<file path="src/rtl/vga_pkg.sv">
// rtl/vga_pkg.sv - vertical timing constants and framebuffer arbiter state for vga_frame_ctrl
package vga_pkg;

  localparam int unsigned LINES       = 521;
  localparam int unsigned VSYNC_END   = 2;
  localparam int unsigned VDISP_START = 31;
  localparam int unsigned VDISP_END   = 511;
  localparam int unsigned ROW_REPEAT  = 5;
  localparam int unsigned FB_AW       = 14;
  localparam int unsigned LINE_W      = 10;
  localparam int unsigned ROW_W       = 7;
  localparam int unsigned COL_W       = 7;

  typedef enum logic [1:0] {
    IDLE    = 2'd0,
    WRITE   = 2'd1,
    RECOVER = 2'd2
  } arb_state_e;

endpackage

</file>
<file path="src/rtl/vga_vcount.sv">
// rtl/vga_vcount.sv - line counter and vertical sync/display/row generation
module vga_vcount
  import vga_pkg::*;
(
  input  logic             clk,
  input  logic             reset,
  input  logic             enable_i,
  input  logic             line_start_i,
  output logic             vga_vsync_o,
  output logic [ROW_W-1:0] vpixel_o,
  output logic             vdisp_o,
  output logic             frame_start_o
);

  localparam logic [LINE_W-1:0] LINE_LAST   = LINE_W'(LINES - 1);
  localparam logic [LINE_W-1:0] VSYNC_LIMIT = LINE_W'(VSYNC_END);
  localparam logic [LINE_W-1:0] DISP_FIRST  = LINE_W'(VDISP_START);
  localparam logic [LINE_W-1:0] DISP_LIMIT  = LINE_W'(VDISP_END);
  localparam logic [2:0]        SUB_LAST    = 3'(ROW_REPEAT - 1);

  logic [LINE_W-1:0] line_q, line_d, nxt_line;
  logic [2:0]        sub_q, sub_d;
  logic [ROW_W-1:0]  vpixel_q, vpixel_d;
  logic              vsync_q, vsync_d;
  logic              vdisp_q, vdisp_d;
  logic              fs_q, fs_d;
  logic              en_q;
  logic              nxt_disp;

  // en_q gates line_start so a pulse coinciding with enable rising is dropped
  always_comb begin
    line_d   = line_q;
    sub_d    = sub_q;
    vpixel_d = vpixel_q;
    vsync_d  = vsync_q;
    vdisp_d  = vdisp_q;
    fs_d     = 1'b0;
    nxt_line = (line_q == LINE_LAST) ? '0 : line_q + LINE_W'(1);
    nxt_disp = (nxt_line >= DISP_FIRST) && (nxt_line < DISP_LIMIT);
    if (!enable_i) begin
      line_d   = '0;
      sub_d    = '0;
      vpixel_d = '0;
      vsync_d  = 1'b1;
      vdisp_d  = 1'b0;
    end else if (line_start_i && en_q) begin
      line_d  = nxt_line;
      vsync_d = (nxt_line >= VSYNC_LIMIT);
      vdisp_d = nxt_disp;
      fs_d    = (nxt_line == '0);
      if (nxt_line == DISP_FIRST || !nxt_disp) begin
        sub_d    = '0;
        vpixel_d = '0;
      end else if (sub_q == SUB_LAST) begin
        sub_d    = '0;
        vpixel_d = vpixel_q + ROW_W'(1);
      end else begin
        sub_d = sub_q + 3'd1;
      end
    end
  end

  always_ff @(posedge clk or posedge reset) begin
    if (reset) begin
      line_q   <= '0;
      sub_q    <= '0;
      vpixel_q <= '0;
      vsync_q  <= 1'b1;
      vdisp_q  <= 1'b0;
      fs_q     <= 1'b0;
      en_q     <= 1'b0;
    end else begin
      line_q   <= line_d;
      sub_q    <= sub_d;
      vpixel_q <= vpixel_d;
      vsync_q  <= vsync_d;
      vdisp_q  <= vdisp_d;
      fs_q     <= fs_d;
      en_q     <= enable_i;
    end
  end

  assign vga_vsync_o   = vsync_q;
  assign vpixel_o      = vpixel_q;
  assign vdisp_o       = vdisp_q;
  assign frame_start_o = fs_q;

endmodule

</file>
<file path="src/rtl/vga_frame_ctrl.sv">
// rtl/vga_frame_ctrl.sv - vertical timing plus framebuffer read/write arbitration
module vga_frame_ctrl
  import vga_pkg::*;
(
  input  logic             clk,
  input  logic             reset,
  input  logic             enable,
  input  logic             line_start,
  input  logic             hdisp,
  input  logic [COL_W-1:0] hpixel,
  input  logic             wr_req,
  input  logic [FB_AW-1:0] wr_addr,
  input  logic [2:0]       wr_data,
  output logic             wr_ack,
  output logic             fb_we,
  output logic [FB_AW-1:0] fb_addr,
  output logic [2:0]       fb_wdata,
  output logic             vga_vsync,
  output logic [ROW_W-1:0] vpixel,
  output logic             vdisp,
  output logic             frame_start
);

  arb_state_e       state_q, state_d;
  logic             we_q, we_d;
  logic             ack_q, ack_d;
  logic [FB_AW-1:0] addr_q, addr_d;
  logic [2:0]       wdata_q, wdata_d;
  logic             act;

  vga_vcount u_vcount (
    .clk          (clk),
    .reset        (reset),
    .enable_i     (enable),
    .line_start_i (line_start),
    .vga_vsync_o  (vga_vsync),
    .vpixel_o     (vpixel),
    .vdisp_o      (vdisp),
    .frame_start_o(frame_start)
  );

  assign act = enable & hdisp & vdisp;

  // Display reads own the bus; writes only start from IDLE and then sit out two cycles
  always_comb begin
    state_d = state_q;
    we_d    = 1'b0;
    ack_d   = 1'b0;
    addr_d  = addr_q;
    wdata_d = wdata_q;
    if (act) begin
      addr_d = {vpixel, hpixel};
    end
    case (state_q)
      IDLE: begin
        if (!act && wr_req) begin
          we_d    = 1'b1;
          ack_d   = 1'b1;
          addr_d  = wr_addr;
          wdata_d = wr_data;
          state_d = WRITE;
        end
      end
      WRITE:   state_d = RECOVER;
      RECOVER: state_d = IDLE;
      default: state_d = IDLE;
    endcase
  end

  always_ff @(posedge clk or posedge reset) begin
    if (reset) begin
      state_q <= IDLE;
      we_q    <= 1'b0;
      ack_q   <= 1'b0;
      addr_q  <= '0;
      wdata_q <= '0;
    end else begin
      state_q <= state_d;
      we_q    <= we_d;
      ack_q   <= ack_d;
      addr_q  <= addr_d;
      wdata_q <= wdata_d;
    end
  end

  assign fb_we    = we_q;
  assign wr_ack   = ack_q;
  assign fb_addr  = addr_q;
  assign fb_wdata = wdata_q;

endmodule
</file>
<file path="config.mk">
export PLATFORM = sky130hd
export DESIGN_NAME = vga_frame_ctrl
export DESIGN_NICKNAME = d
export VERILOG_FILES = /design/src/rtl/vga_pkg.sv /design/src/rtl/vga_vcount.sv /design/src/rtl/vga_frame_ctrl.sv
export SDC_FILE = /design/constraint.sdc
export NUM_CORES = 1
export LEC_CHECK = 0
export BUFFER_PORTS_ARGS = -buffer_cell sky130_fd_sc_hd__buf_2
export CORE_MARGIN = 2
export CORE_UTILIZATION = 35
export CTS_BUF_LIST = sky130_fd_sc_hd__clkbuf_8
export DETAILED_ROUTE_END_ITERATION = 6
export PLACE_DENSITY_LB_ADDON = 0.1
export SLEW_MARGIN = 0
export SYNTH_ARGS = -nofsm -noshare
export SYNTH_HDL_FRONTEND = slang
export SYNTH_HIERARCHICAL = 1
export SYNTH_SLANG_ARGS = --single-unit
</file>
<file path="constraint.sdc">
create_clock -name clk -period 2.1 [get_ports clk]
set_input_delay 0.105 -clock clk [delete_from_list [all_inputs] [get_ports clk]]
set_output_delay 0.105 -clock clk [all_outputs]
set_load 0.01 [all_outputs]
</file>
[Word-level counts from Yosys, hierarchy flattened]
Cells that the tools add are included.
Storage, ports and cells
  register bits: 44
  logic and storage cells: 60
  input bits: 30
  output and inout bits: 29
Cells by class
  add/sub/neg operators: 3
  bitwise logic cells: 2
  $lt $le $gt $ge: 3
  muxes and demuxes: 24
  equality and inequality tests: 7
  reduce and logical (&&, ||, !) cells: 10
Operator list (number)
  $mux 14: 3
  $mux 10: 3
  $mux 7: 4
  $mux 3: 4
  $add 10x1->10 const B: 1
  $eq 10x10->1 const B: 1
  $eq 10x5->1 const B: 1
  $ge 10x2->1 const B: 1
  $ge 10x5->1 const B: 1
  $logic_not 10->1: 1
  $lt 10x9->1 const B: 1
  $mux 1: 8
  $add 7x1->7 const B: 1
  $pmux 2 s2: 1
  $reduce_and 2->1: 2
  $add 3x1->3 const B: 1
  $eq 3x3->1 const B: 1
  $logic_and 1x1->1: 3
  $ne 3x1->1 const B: 1
  $and 1x1->1: 2
  $eq 2x1->1 const B: 1
  $logic_not 1->1: 2
  $logic_not 2->1: 1
  $mux 2: 1
  3 further kinds: 3

[Longest topological paths before layout]
Gate-level depths: netlist of run 1.
  word-level depth: 9
  depth in mapped cells: 10
  depth with buffers taken out: 8

[Modules after synthesis]
The synthesis of run 1 kept the hierarchy.
By module, submodules not included
  vga_vcount: area an instance 1649.1 sq um, cells each 177, times used 1
  vga_frame_ctrl: area an instance 888.4 sq um, cells each 94, times used 1

[Worst setup path after synthesis of run 1]
OpenSTA, ideal clock, no wires.
  path type: reg2reg
  from: register u_vcount.line_q[1]
  to: register u_vcount.vpixel_q[0] (netlist: u_vcount/vpixel_o[0])
  arrival time: 1890 ps
  slack: 82 ps
  clock period less this slack: 2018 ps
  data required time: 1973 ps
  buffers on the path: 1
  cell stages (with the launch flop): 9
  cell sequence: dfrtp_1 > ha_1 > buf_2 > nand4_1 > or4_1 > nand3_2 > a211oi_4 > a21oi_2 > o22ai_1
On the way
  word-level cells in the longest chain between the ends: 9
RTL lines
  start: declaration: RTL line vga_vcount.sv:21  | logic [LINE_W-1:0] line_q, line_d, nxt_line;
  start signal: assignment: RTL line vga_vcount.sv:73  | line_q <= line_d;
  $add 10x1->10 or $eq 10x10->1 (tied branches): RTL line vga_vcount.sv:38  | nxt_line = (line_q == LINE_LAST) ? '0 : line_q + LINE_W'(1);
  $mux 10 *: RTL line vga_vcount.sv:38
  $ge 10x5->1 or $lt 10x9->1 (tied branches): RTL line vga_vcount.sv:39  | nxt_disp = (nxt_line >= DISP_FIRST) && (nxt_line < DISP_LIMIT);
  $logic_and 1x1->1: RTL line vga_vcount.sv:39
  $logic_not 1->1: RTL line vga_vcount.sv:51  | if (nxt_line == DISP_FIRST || !nxt_disp) begin
  $logic_or 1x1->1 *: RTL line vga_vcount.sv:51
  $mux 7: RTL line vga_vcount.sv:51
  $mux 7: RTL line vga_vcount.sv:46  | end else if (line_start_i && en_q) begin
  $mux 7: RTL line vga_vcount.sv:40  | if (!enable_i) begin
  end signal: assignment: RTL line vga_vcount.sv:75  | vpixel_q <= vpixel_d;
  end: declaration: RTL line vga_vcount.sv:23  | logic [ROW_W-1:0] vpixel_q, vpixel_d;
Every way passes the cells marked *; elsewhere a longest branch is shown, timed or not. The select of a mux whose other input is x is not followed.
A chain may end at the register's enable or synchronous reset.

[Final worst setup path of run 1]
  from: register u_vcount.line_q[3]
  to: register u_vcount.vpixel_q[0] (netlist: u_vcount/vpixel_o[0])
The elaborated chain is that of the path after synthesis.

==> results of run 1 <==
-- worst max-delay path by stage --
stage | start | endpoint | slack, ns | cells after the start
final | u_vcount/line_q[3] | u_vcount/vpixel_o[0] | 0.09 | 8
after floorplan | u_vcount/line_q[1] | u_vcount/vpixel_o[0] | 0.08 | 8
after detailed placement | u_vcount/line_q[0] | u_vcount/vga_vsync_o | 0.03 | 8
after global routing | u_vcount/line_q[3] | u_vcount/vpixel_o[1] | 0.002 | 8
after CTS | u_vcount/line_q[0] | u_vcount/vga_vsync_o | 0.007 | 8
after global placement | u_vcount/line_q[0] | u_vcount/vga_vsync_o | 0.09 | 8
-- registers in the layout, summed over array words and instances (netlist names) --
| register | count |
|---|---|
| u_vcount/en_q | 1 |
| u_vcount/vpixel_o | 7 |
| u_vcount/vdisp_o | 1 |
| fb_addr | 14 |
| u_vcount/line_q | 10 |
| u_vcount/sub_q | 3 |
| u_vcount/vga_vsync_o | 1 |
| wr_ack | 1 |
| u_vcount/frame_start_o | 1 |
| fb_wdata | 3 |
| state_q | 2 |
-- cells in the final DEF (no fill, tap or decap), types with 4 or more instances in the layout --
cell	netlist	final
a21boi_0	5	5
a21oi_1	5	5
a31oi_1	26	26
and2_1	7	7
and3_1	5	5
buf_2	3	58
buf_4	5	17
clkbuf_8	3	5
dfrtp_1	43	40
ha_1	7	6
inv_1	8	9
nand2_1	42	42
nand2b_1	5	5
nand3_1	11	11
nor2_1	23	23
nor2b_1	4	4
o21ai_0	7	7
-- cell families (layout without fill, tap and decap cells) --
group	after synthesis	in the layout	synth area share (%)
buf+inv	28	95	7.54
mux	3	3	1.33
fa+ha+maj	7	7	3.45
flops	44	44	43.4
compound gates	60	60	16.7
simple gates	125	125	26.1
xor+xnor	4	4	1.38
-- area by class of cell --
type,count,share of cell area [%]
Multi-Input combinational cell,199,41.4
Inverter,8,0.972
Sequential cell,44,35.8
Tap cell,99,4.01
Clock buffer,5,2.23
Clock inverter,3,0.527
Timing Repair Buffer,79,15.0
-- worst reg2reg max path: stages, from the launching register on --
cell	delay, ns
dfrtp_1	0.45
buf_4	0.17
nand4_1	0.12
or4_4	0.57
nand3_4	0.12
a211oi_4	0.05
buf_6	0.15
a21oi_2	0.15
o22ai_1	0.10
-- through the flow --
stage | std cells | power, mW | worst slack [ns] | util, %
finish | 437 | 1.89 | 0.0920 | 43.3
global route | 437 | 2.01 | 0.00200 | 43.3
CTS | 432 | 1.91 | 0.00685 | 42.0
detailed placement | 423 | 1.37 | 0.0289 | 40.7
global placement | 423 | 1.36 | 0.0908 | 40.7
floorplan | 271 | 1.22 | 0.0822 | -
-- power by group through the flow --
stage / logic (mW) / registers [mW] / clock network (mW)
floorplan: 0.174 / 1.05 / 0
global placement: 0.360 / 1.00 / 0
detailed placement: 0.364 / 1.01 / 0
CTS: 0.367 / 0.989 / 0.552
global route: 0.416 / 1.00 / 0.592
finish: 0.364 / 0.988 / 0.536
-- layer usage --
metal / global-route usage (%) / part of all wire, %
met4: 4.21 / 1.4
met3: 3.51 / 5.7
met2: 24.0 / 45
met1: 22.3 / 48
met5: 0 / 0
-- repair_timing --
action,CTS,global route
endpoints found under the setup margin,0,13
setup buffers,0,5
hold buffers,1,0
resized for setup,0,11
hold endpoints to repair,43,0
==> summary.md, run 1 <==
| Metric | Value |
|---|---|
| First-pass GRT wire length | `9570 um` |
| Std-Cell Rows | `31` |
| Switching Power | `0.557 mW` |
| Cell with the most instances after synthesis | `dfrtp_1` |
| Largest area contributor in the netlist | `dfrtp_1` |
| Synth warn | `6` |
| Die X | `89.1 um` |
| Crit path buffers/inverters | `2` |
| Layout area overhead | `21.7%` |
| Ys async rst share | `100%` |
| Seq/Total Area, Yosys | `43.4%` |
| Number of global-route vias before repair | `1957` |
| Syn avg cell area | `9.36 sq um` |
| Sequential standard cell area | `1110 sq um` |
| Clock power share | `28.4%` |
| Flops & latches, synth | `44` |
| Die height | `89.1 um` |
| Remaining DRCs | `0` |
| Area of the multi-input gates | `1280 sq um` |
| Worst Path Max Fanout | `7` |
| Fin crit period | `2.01 ns` |
| List of most frequent post-synthesis cells | `dfrtp_1, nand2_1, a31oi_1` |
| Cell Area, Placed | `2900 sq um` |
| Die Area | `7950 sq um` |
| R2R Path Start | `u_vcount/line_q[3]` |
| Max Cap Violations | `0` |
| Post-DR wirelength/cell | `14.2 um` |
| Static leakage | `1.47 nW` |
| Total number of vias | `2197` |
| Slowest stage delay, CP | `0.57 ns` |
| Top post-synthesis cells by area | `dfrtp_1, a31oi_1, nand2_1` |
| Maximum clock path buffer count | `2` |
| Initial detailed-routing violation count | `66` |
| Critical-path top delay cell | `or4_4` |
| Reg-to-Reg End | `u_vcount/vpixel_o[0]` |
| GR Overflow Total | `0` |
| Crit Path Class | `reg2reg` |
| # fillers | `739` |
| DRT Pass-1 Iters | `4` |
| Status | `completed` |
| Cell count after synthesis | `271` |
| Crit-path leading delay family | `simple AND/OR/NAND/NOR gates` |
| Hold Path Depth | `2` |
| Least-Margin Pin Slew | `0.754 ns` |
| Tcrit/Tclk final | `95.6%` |
| Number of synthesized flops with an enable pin | `0` |
| Slew headroom | `49.7%` |
| Post-route cell area | `3090 sq um` |
| Clock root buffer | `clkbuf_8` |
| Switching share of power | `29.5%` |
| Max rail drop VDD | `0.282 mV` |
| Worst hold endpoint | `fb_wdata[2]` |
| Worst-case reg-to-reg path depth | `8` |
| # diodes | `0` |
| Dpl hpwl | `4310 um` |
| Syn_nets | `308` |
| Sequential share of power | `52.3%` |
| Inserted Clock Buffers | `5` |
| H-tree level count | `2` |
| Worst setup SP type | `flip-flop` |
| Comb power frac | `19.3%` |
| PwrDens | `611 nW/um^2` |
| WHS | `0.0278 ns` |
| Distinct cells, synth | `59` |
| Crit path DAT | `2.19 ns` |
| Slew Limit Fails | `0` |
| Port buffer count | `58` |
| Unrepaired setup endpoints after global routing | `false` |
| Prevailing post-synth register cell | `dfrtp_1` |
| Share of layout cells above drive strength 1 | `32.5%` |
| Worst-Skew Late Latency | `0.30 ns` |
| # setup viols final | `0` |
| Final Hold Fails | `0` |
| Final setup TNS | `0 ns` |
| Crit path cell chain | `buf_4 > nand4_1 > or4_4 > nand3_4 > a211oi_4 > buf_6 > a21oi_2 > o22ai_1` |
| Antenna-violating nets left | `0` |
| Initial antenna violation count | `0` |
| Post-synth top area share | `42.4%` |
| Starting Density | `35.6%` |
| Routed WL | `6220 um` |
| Hold Crit Start | `wr_data[2]` |
| F_max | `498 MHz` |
| Worst clock skew | `0.0114 ns` |
| Reg2Reg Setup Slack | `0.09 ns` |
| Clock-pin slew on the worst setup and hold paths | `0.09 ns` |
| Critical Path End Type | `flip-flop` |
| # nets final | `374` |
| CORE AREA | `7140 sq um` |
| Hold Path Class | `in2reg` |
| Mapped Area | `2540 sq um` |
| Clock Sinks | `44` |
| GRT Resource Usage Total | `15.6%` |
| DR vias/cell | `5.03` |
| GPL Wtd Cong | `0.845` |
| CTS tree | `built` |
| Data required, critical path | `2.28 ns` |
| Pin count of the biggest net entering global routing | `30` |
| Int Power | `1.33 mW` |
| Num ports | `59` |
(Power assumes the default switching activity.)
==> run 2: changes to the inputs <==
--- a/config.mk
+++ b/config.mk
@@ -5,11 +5,11 @@
 export SDC_FILE = /design/constraint.sdc
 export NUM_CORES = 1
 export LEC_CHECK = 0
-export BUFFER_PORTS_ARGS = -buffer_cell sky130_fd_sc_hd__buf_2
 export CORE_MARGIN = 2
 export CORE_UTILIZATION = 35
 export CTS_BUF_LIST = sky130_fd_sc_hd__clkbuf_8
 export DETAILED_ROUTE_END_ITERATION = 6
+export DONT_BUFFER_PORTS = 1
 export PLACE_DENSITY_LB_ADDON = 0.1
 export SLEW_MARGIN = 0
 export SYNTH_ARGS = -nofsm -noshare
==> run 2 against run 1 <==
Compared with the run above: power fell by 2.2%; cell area fell by 1.7%; hold slack better by 0.053 ns; die area unchanged; sequential share of layout area grew 0.59 points.
==> summary.md, run 2 (synthesized netlist as in run 1, its figures left out) <==
| Metric | Value |
|---|---|
| Status | `completed` |
| Sequential share of power | `56.9%` |
| Slew Limit Fails | `0` |
| PwrDens | `608 nW/um^2` |
| R2R Path Start | `u_vcount/line_q[1]` |
| Worst setup SP type | `flip-flop` |
| Maximum clock path buffer count | `2` |
| # diodes | `0` |
| # setup viols final | `0` |
| Clock power share | `28.3%` |
| Critical Path End Type | `flip-flop` |
| Total number of vias | `2065` |
| CTS tree | `built` |
| Final Hold Fails | `0` |
| Inserted Clock Buffers | `5` |
| GPL Wtd Cong | `0.853` |
| Layout area overhead | `19.6%` |
| Slew headroom | `49.9%` |
| GR Overflow Total | `0` |
| Comb power frac | `14.8%` |
| Crit Path Class | `reg2reg` |
| Clock-pin slew on the worst setup and hold paths | `0.09 ns` |
| Num ports | `59` |
| Hold Crit Start | `enable` |
| Clock root buffer | `clkbuf_8` |
| Std-Cell Rows | `31` |
| DRT Pass-1 Iters | `4` |
| Final setup TNS | `0 ns` |
| Unrepaired setup endpoints after global routing | `false` |
| Port buffer count | `0` |
| F_max | `496 MHz` |
| Number of global-route vias before repair | `1950` |
| # nets final | `343` |
| Die X | `89.1 um` |
| Inst Count DP | `368` |
| Post-DR wirelength/cell | `15.1 um` |
| Tcrit/Tclk final | `96.0%` |
| Switching share of power | `28.7%` |
| Share of layout cells above drive strength 1 | `16.3%` |
| Static leakage | `1.33 nW` |
| Remaining DRCs | `0` |
| DR vias/cell | `5.09` |
| Antenna-violating nets left | `0` |
| Area of the multi-input gates | `1260 sq um` |
| Routed WL | `6110 um` |
| Die height | `89.1 um` |
| Die Area | `7950 sq um` |
| Top Metal Used | `met4` |
| Worst-Skew Late Latency | `0.30 ns` |
| Fin crit period | `2.02 ns` |
| Met2 WL | `2800 um` |
| Max rail drop VDD | `0.306 mV` |
| Switching Power | `0.530 mW` |
| Worst Path Max Fanout | `7` |
| Commonest non-fill, non-tap cell in the layout | `nand2_1` |
| Data required, critical path | `2.27 ns` |
| Pin count of the biggest net entering global routing | `30` |
| Hold Path Class | `in2reg` |
| # fillers | `750` |
| Initial antenna violation count | `0` |
| GRT Resource Usage Total | `15.1%` |
| Commonest non-fill, non-tap cells in the layout | `nand2_1, dfrtp_1, dlygate4sd3_1` |
| Metal-1 WL | `2890 um` |
| Pwr Total | `1.85 mW` |
| Int Power | `1.32 mW` |
| Final Non-Filler Cells | `406` |
| Starting Density | `35.6%` |
| First-pass GRT wire length | `9380 um` |
| Worst clock skew | `0.00820 ns` |
| Max reg flops | `14` |
| Crit path from | `u_vcount/line_q[1]` |
| Initial detailed-routing violation count | `52` |
| Met3 WL | `372 um` |
| H-tree level count | `2` |
| Least-Margin Pin Slew | `0.751 ns` |
| Max Cap Violations | `0` |
| Sequential standard cell area | `1100 sq um` |
| Crit path DAT | `2.19 ns` |
| Clock Sinks | `44` |
| CORE AREA | `7140 sq um` |
| Dpl hpwl | `4210 um` |
run 2: changes by cell type in the layout (fill, tap and decap cells not counted), sizes merged:
cell,change
dlygate4sd3,+26
clkbuf,-1
buf,-56
run 2: metal layers:
| layer | global-route usage (%) | vias to the layer above |
|---|---|---|
| met5 | 0 | - |
| met4 | 2.99 | 0 |
| met3 | 4.52 | 6 |
| met2 | 24.6 | 54 |
| met1 | 20.1 | 983 |
| li1 | - | 1022 |
run 2: worst max-delay path, cell delays in order, from the launching register on:
cell and delay (ns):
dfrtp_2 0.43, ha_1 0.21, nand4_1 0.13, or4_1 0.55, nand3_2 0.18, a211oi_4 0.09
a21oi_2 0.18, o22ai_1 0.10
run 2: path summary, 6_finish.rpt:
check                           cells after the start  slack [ns]                    to
worst max-delay path                                7        0.08  u_vcount/vpixel_o[0]
worst min-delay path                                2        0.08  u_vcount/vpixel_o[5]
worst max register to register                      7        0.08  u_vcount/vpixel_o[0]
worst min register to register                      1        0.54     u_vcount/sub_q[2]
max in group asynchronous                           2        1.22            state_q[0]
min in group asynchronous                           3        0.33    u_vcount/line_q[4]
run 2: power by group through the flow:
stage | registers (mW) | logic (mW) | clock network [mW]
final | 1.05 | 0.273 | 0.522
after floorplan | 1.05 | 0.174 | 0
after global routing | 1.07 | 0.304 | 0.589
after CTS | 1.05 | 0.272 | 0.550
after global placement | 1.07 | 0.187 | 0
after detailed placement | 1.07 | 0.191 | 0
run 2: through the flow:
step	util [%]	area (sq um)	worst slack [ns]	hold slack, ns
after floorplan	-	2540	0.0822	0.0688
after global placement	36.9	2640	0.0806	0.0747
after CTS	42.0	3000	0.0325	0.0771
final	42.5	3040	0.0843	0.0805
after detailed placement	36.9	2640	0.0161	0.0820
after global routing	42.5	3040	0.00909	0.0826
run 2: timing repair:
| action | in CTS | in global routing |
|---|---|---|
| resized for setup | 1 | 4 |
| hold buffers | 27 | 0 |
| cloned | 0 | 0 |
| endpoints found under the setup margin | 1 | 13 |
| hold endpoints to repair | 71 | 0 |
| buffers inserted | 0 | 3 |
run 2: cell type report:
| class | count | area share (%) |
|---|---|---|
| flip-flops and latches | 44 | 36.4 |
| well taps | 99 | 4.08 |
| clock inverters | 3 | 0.536 |
| inverters | 8 | 0.989 |
| multi-input cells | 199 | 41.6 |
| repair buffers | 48 | 14.1 |
| clock buffers | 5 | 2.27 |
